==> src/rtl/swi_pkg.sv <==
// Shared types and defaults for the switch debounce slice.
package swi_pkg;

    typedef enum logic [1:0] {
        S_LOW     = 2'd0,
        S_WAIT_HI = 2'd1,
        S_HIGH    = 2'd2,
        S_WAIT_LO = 2'd3
    } db_state_t;

    localparam int DEBOUNCE_DEFAULT = 4;

endpackage

==> src/rtl/swi_debounce_bit.sv <==
// One switch bit: two-flop synchroniser, four-state debounce FSM, stability counter.
// pulse_d is the next-state rise|fall so the parent can register an aggregate flag alongside the pulses.
module debounce_bit
    import swi_pkg::*;
#(
    parameter int DEBOUNCE_CYCLES = DEBOUNCE_DEFAULT
) (
    input  logic clk_2,
    input  logic reset_n,
    input  logic raw,
    output logic db,
    output logic rise,
    output logic fall,
    output logic pulse_d
);

    localparam int CNT_W = $clog2(DEBOUNCE_CYCLES) + 1;
    localparam logic [CNT_W-1:0] CNT_LAST = CNT_W'(DEBOUNCE_CYCLES - 1);
    localparam logic [CNT_W-1:0] CNT_ONE  = CNT_W'(1);

    logic             sync1_q, sync2_q;
    db_state_t        state_q, state_d;
    logic [CNT_W-1:0] cnt_q, cnt_d;
    logic             db_q, db_d;
    logic             rise_q, rise_d;
    logic             fall_q, fall_d;

    always_comb begin
        state_d = state_q;
        cnt_d   = cnt_q;
        db_d    = db_q;
        rise_d  = 1'b0;
        fall_d  = 1'b0;
        case (state_q)
            S_LOW: begin
                if (sync2_q) begin
                    state_d = S_WAIT_HI;
                    cnt_d   = CNT_ONE;
                end
            end
            S_WAIT_HI: begin
                if (!sync2_q) begin
                    state_d = S_LOW;
                    cnt_d   = '0;
                end else if (cnt_q == CNT_LAST) begin
                    state_d = S_HIGH;
                    cnt_d   = '0;
                    db_d    = 1'b1;
                    rise_d  = 1'b1;
                end else begin
                    cnt_d = cnt_q + CNT_ONE;
                end
            end
            S_HIGH: begin
                if (!sync2_q) begin
                    state_d = S_WAIT_LO;
                    cnt_d   = CNT_ONE;
                end
            end
            S_WAIT_LO: begin
                // Bouncing back high cancels the fall; db never dropped.
                if (sync2_q) begin
                    state_d = S_HIGH;
                    cnt_d   = '0;
                end else if (cnt_q == CNT_LAST) begin
                    state_d = S_LOW;
                    cnt_d   = '0;
                    db_d    = 1'b0;
                    fall_d  = 1'b1;
                end else begin
                    cnt_d = cnt_q + CNT_ONE;
                end
            end
            default: begin
                state_d = S_LOW;
                cnt_d   = '0;
                db_d    = 1'b0;
            end
        endcase
    end

    always_ff @(posedge clk_2 or negedge reset_n) begin
        if (!reset_n) begin
            sync1_q <= 1'b0;
            sync2_q <= 1'b0;
            state_q <= S_LOW;
            cnt_q   <= '0;
            db_q    <= 1'b0;
            rise_q  <= 1'b0;
            fall_q  <= 1'b0;
        end else begin
            sync1_q <= raw;
            sync2_q <= sync1_q;
            state_q <= state_d;
            cnt_q   <= cnt_d;
            db_q    <= db_d;
            rise_q  <= rise_d;
            fall_q  <= fall_d;
        end
    end

    assign db      = db_q;
    assign rise    = rise_q;
    assign fall    = fall_q;
    assign pulse_d = rise_d | fall_d;

endmodule

==> src/rtl/swi_debounce.sv <==
// Debounces the board switch bank: one independent debounce_bit per switch plus a
// registered "any bit pulsed" flag aligned with the per-bit pulses.
module swi_debounce
    import swi_pkg::*;
#(
    parameter int NBITS           = 8,
    parameter int DEBOUNCE_CYCLES = DEBOUNCE_DEFAULT
) (
    input  logic             clk_2,
    input  logic             reset_n,
    input  logic [NBITS-1:0] swi_raw,
    output logic [NBITS-1:0] swi_db,
    output logic [NBITS-1:0] swi_rise,
    output logic [NBITS-1:0] swi_fall,
    output logic             swi_changed
);

    logic [NBITS-1:0] pulse_d;
    logic             changed_q;

    for (genvar i = 0; i < NBITS; i++) begin : g_bit
        debounce_bit #(
            .DEBOUNCE_CYCLES(DEBOUNCE_CYCLES)
        ) u_bit (
            .clk_2  (clk_2),
            .reset_n(reset_n),
            .raw    (swi_raw[i]),
            .db     (swi_db[i]),
            .rise   (swi_rise[i]),
            .fall   (swi_fall[i]),
            .pulse_d(pulse_d[i])
        );
    end

    always_ff @(posedge clk_2 or negedge reset_n) begin
        if (!reset_n) begin
            changed_q <= 1'b0;
        end else begin
            changed_q <= |pulse_d;
        end
    end

    assign swi_changed = changed_q;

endmodule

==> config.mk <==
export PLATFORM = sky130hd
export DESIGN_NAME = swi_debounce
export DESIGN_NICKNAME = d
export VERILOG_FILES = /design/src/rtl/swi_pkg.sv /design/src/rtl/swi_debounce_bit.sv /design/src/rtl/swi_debounce.sv
export SDC_FILE = /design/constraint.sdc
export NUM_CORES = 1
export LEC_CHECK = 0
export ABC_AREA = 1
export BUFFER_PORTS_ARGS = -buffer_cell sky130_fd_sc_hd__buf_2
export CAP_MARGIN = 20
export CORE_MARGIN = 3
export CORE_UTILIZATION = 50
export DETAILED_ROUTE_END_ITERATION = 7
export PLACE_DENSITY = 0.72
export SLEW_MARGIN = 20
export SYNTH_ARGS = -nofsm -noshare
export SYNTH_HDL_FRONTEND = slang
export SYNTH_SLANG_ARGS = --single-unit
export TNS_END_PERCENT = 20
==> constraint.sdc <==
create_clock -name clk_2 -period 1.4 [get_ports clk_2]
set_clock_uncertainty 0.2 [all_clocks]
set_input_delay 0.28 -clock clk_2 [delete_from_list [all_inputs] [get_ports clk_2]]
set_output_delay 0.28 -clock clk_2 [all_outputs]
set_load 0.02 [all_outputs]
==> results <==
- The CTS tree is done.
- The number of buffers added by the clock tree synthesis step is 9.
- The actual slew at the worst max-slew pin is 246.0 ps.
- The combined buffer and inverter count along the critical path is 1.
- Once detail routing completed, the nets flagged for antenna violations numbered 0.
- The vertical extent of the die is between 80 and 90 um.
- The placed wire-length estimate is a little under 4 mm.
- Adding up every negative setup slack in the final design gives 0 ps.
- The design draws 7.144 mW.
- The number of global-route vias before repair is around 2,200.
- Synthesis inferred 81 register bits.
- The critical path goes through buf_2.
- The worst setup path is launched from a flip-flop.
- The tool flagged a number of max-cap violations equal to 0.
- The H-tree depth is 3.
- Setup slack on the worst reg-to-reg path comes out at about 80 ps.
- Using the TritonRoute via totals, the vias-per-cell ratio works out to approximately 4.7.
- The row count is 29.
- Counting every instance in the synthesized netlist gives 371.
- The flow ran to the end, and the final reports show no timing, DRC or antenna violations.
- Sequential cells were found to cover 58.84% of the synthesized design area.
- In this design, the largest share of critical-path delay is due to flip-flops.
- In this run the horizontal extent of the chip is ~90 um.
- For this run, design rule violations remaining after detail routing come to 0.
- The number of failing hold endpoints at the final stage is 0.
- Pin placement for this block handled 35 I/O pins.
- Summing all non-filler instances in the final layout gives an area of 4045 um2.
- The cell at the root of the clock tree is sky130_fd_sc_hd__clkbuf_8.
- Setup repair after global routing could not meet its margin everywhere.
- Relative to the synthesized area, the layout overhead comes to 17.44%.
- In this run the static leakage power is approximately 2.2 nW.
- The number of antenna violations at the first check in global routing was 0.
- The placed instance area is 3618 um2.
- The region available for standard cell placement spans roughly 6500 um2.
- The count of final max-slew check failures is 0.
- The peak ir drop on the vdd network is approximately 0.76 mV.
- No sink is reached through more buffers than the 2 on the longest clock path.
- For this run, the total global-route usage over all layers was measured as about 15%.
- The routability congestion estimate is roughly 0.76.
- The library cell contributing the largest single delay on the critical path is sky130_fd_sc_hd__dfrtp_1.
- When the netlist entered floorplanning its net count stood at 389.
- The overall overflow remaining after global route is 0.
- The initial DRC count is 114.
- For the worst setup path, the data arrival time is a little over 900 ps.
- The layout has 521 filler cells.
- The Yosys step of the flow raised 0 warnings.
- The unique cell type count in the Yosys netlist is 16.
- The critical path's largest stage delay is ~400 ps.
- Entering global routing, the biggest net connects 38 pins.
- The power density over the cells is about 1800 nW/um2.
- The netlist area before placement is about 3400 um2.
- The first-pass iteration count of the detailed router is 4.
- The count of antenna diodes in the layout is 0.
- The share of post-route cells with drive strength above 1 is between 20 and 30%.
- The clock slew seen by the registers of the worst setup and hold paths is ~80 ps.
- The critical path in this run is classified as reg -> out.
- Of the available clock period, the critical path in the final layout requires a little over nine tenths.
- In this run the tightest slew margin relative to its limit is a little over four fifths.
- The final layout contains routed wiring with a total length of 5.588 mm.
- The die covers between 7000 and 8000 um2.
- The average wire per cell in the routed design is between 10 and 15 um.
- The number of buffers added on ports is 34.
- The total number of vias is roughly 2,300.
- A synthesized cell averages 9.285 um2.
- Setup violations remaining at the end of the flow were counted as 0.
- The clock sink total is between 80 and 90.
- For the finished layout, the period the worst path requires is approximately 1400 ps.
- The path type of the worst min-delay path is in -> async.
- The final net count is approximately 430.
- Of all nets on the critical path, the largest fanout is 2.
- The global-route wire length before repair is slightly above 9 mm.
- Timing would allow up to just over 0.7 GHz.
- The clock insertion delay at the later pin of the skew report is 340 ps.
- The worst setup path is captured at an output port.
- The starting utilization of the core area is between 50 and 60%.
- The required time at the worst-slack endpoint is 920 ps.
==> flip-flops by register name, summed over array words and instances, names as in the netlist, named ones only <==
signal and flops:
g_bit.u_bit.cnt_q 24, g_bit.u_bit.db 8, g_bit.u_bit.fall 8, g_bit.u_bit.rise 8, g_bit.u_bit.state_q 8, g_bit.u_bit.sync1_q 8
g_bit.u_bit.sync2_q 8, swi_changed 1
==> per-layer routing <==
layer | vias to the layer above | GRT usage, % | part of all wire [%]
met5 | - | 0 | 0
li1 | 1183 | - | -
met2 | 36 | 25.91 | 51
met1 | 1092 | 17.27 | 45
met4 | 0 | 7.578 | 1.4
met3 | 7 | 4.055 | 3.4
==> cell usage after synthesis <==
library cell                n  area (um2)
sky130_fd_sc_hd__a21oi_1    9       45.04
sky130_fd_sc_hd__buf_4     24       180.2
sky130_fd_sc_hd__dfrtp_1   81        2027
sky130_fd_sc_hd__ha_1       8       100.1
sky130_fd_sc_hd__inv_1     76       285.3
sky130_fd_sc_hd__inv_2     10       37.54
sky130_fd_sc_hd__nand2_1   78       292.8
sky130_fd_sc_hd__nand2_2   14       87.58
sky130_fd_sc_hd__nand2_4    1       11.26
sky130_fd_sc_hd__nand3_1   11       55.05
sky130_fd_sc_hd__nand3b_1   8       60.06
sky130_fd_sc_hd__nand4_1    5       31.28
sky130_fd_sc_hd__nor2_1    11       41.29
sky130_fd_sc_hd__nor2_2     7       43.79
sky130_fd_sc_hd__nor2_4     1       11.26
sky130_fd_sc_hd__o21ai_0   27       135.1
==> layout make-up <==
| type | count | area (um2) | area share [%] |
|---|---|---|---|
| clock buffer | 11 | 151.4 | 3.743 |
| clock inverter | 5 | 30.03 | 0.7423 |
| inverter | 86 | 322.8 | 7.980 |
| multi-input combinational | 180 | 1012 | 25.02 |
| sequential | 81 | 2027 | 50.11 |
| tap | 77 | 96.34 | 2.382 |
| timing repair buffer | 57 | 405.4 | 10.02 |
==> cell usage in the layout, fill, tap and decap left out, drive strengths merged <==
master / count
clkbuf: 11
dfrtp: 81
o21ai: 27
a21oi: 9
nand2: 93
clkinvlp: 2
ha: 8
nand3b: 8
nand3: 11
inv: 86
nor2: 19
clkinv: 3
buf: 48
nand4: 5
dlygate4sd3: 9
==> repair_timing <==
item | 4_1_cts | 5_1_grt
setup endpoints to repair | 3 | 20
buffers inserted | 0 | 6
hold endpoints to repair | 89 | 0
pin swaps | 0 | 5
gates resized for setup | 5 | 30
hold buffers | 9 | 0
==> per-stage QoR <==
stage	hold slack [ps]	cells	setup WS (ps)	util, %
floorplan	-215.6	371	110.0	-
global placement	-34.42	466	20.41	55.71
detailed placement	-32.32	466	-31.94	55.71
CTS	141.5	491	-2.156	60.08
global route	147.7	497	-23.58	62.28
finish	145.3	497	14.36	62.28
==> path summary, 6_finish.rpt <==
kind	start	end	depth (start not counted)
hold / removal	reset_n	g_bit[6].u_bit.db$_DFFE_PN0P_	2
hold reg to reg	g_bit[4].u_bit.sync1_q$_DFF_PN0_	g_bit[4].u_bit.sync2_q$_DFF_PN0_	0
setup reg to reg	g_bit[1].u_bit.cnt_q[0]$_DFFE_PN0P_	swi_changed$_DFF_PN0_	7
setup / recovery	g_bit[3].u_bit.db$_DFFE_PN0P_	swi_db[3]	1
max in group asynchronous	reset_n	g_bit[7].u_bit.state_q[0]$_DFFE_PN0P_	3
min in group clk_2	g_bit[4].u_bit.sync1_q$_DFF_PN0_	g_bit[4].u_bit.sync2_q$_DFF_PN0_	0
==> logic make-up after synthesis <==
logic type / share of synthesized area [%]
flops: 58.84
compound gates: 5.231
buf+inv: 14.60
fa+ha+maj: 2.906
simple gates: 18.42
==> power breakdown <==
group / switching [mW] / total [mW] / internal, mW / leakage [nW]
Combinational: 1.39 / 2.31 / 0.920 / 1.13
Clock: 0.800 / 1.53 / 0.731 / 0.0911
Sequential: 0.397 / 3.30 / 2.91 / 1.03
==> worst register-to-register path, cell delays in order, from the launching register on <==
cell	delay [ps]
sky130_fd_sc_hd__dfrtp_1	390
sky130_fd_sc_hd__ha_2	210
sky130_fd_sc_hd__nand2_4	90
sky130_fd_sc_hd__nor2_4	50
sky130_fd_sc_hd__nand2_2	70
sky130_fd_sc_hd__nand2_1	70
sky130_fd_sc_hd__nor2_1	90
sky130_fd_sc_hd__nand2_1	60
No activity file was read; power rests on OpenSTA's default activity.
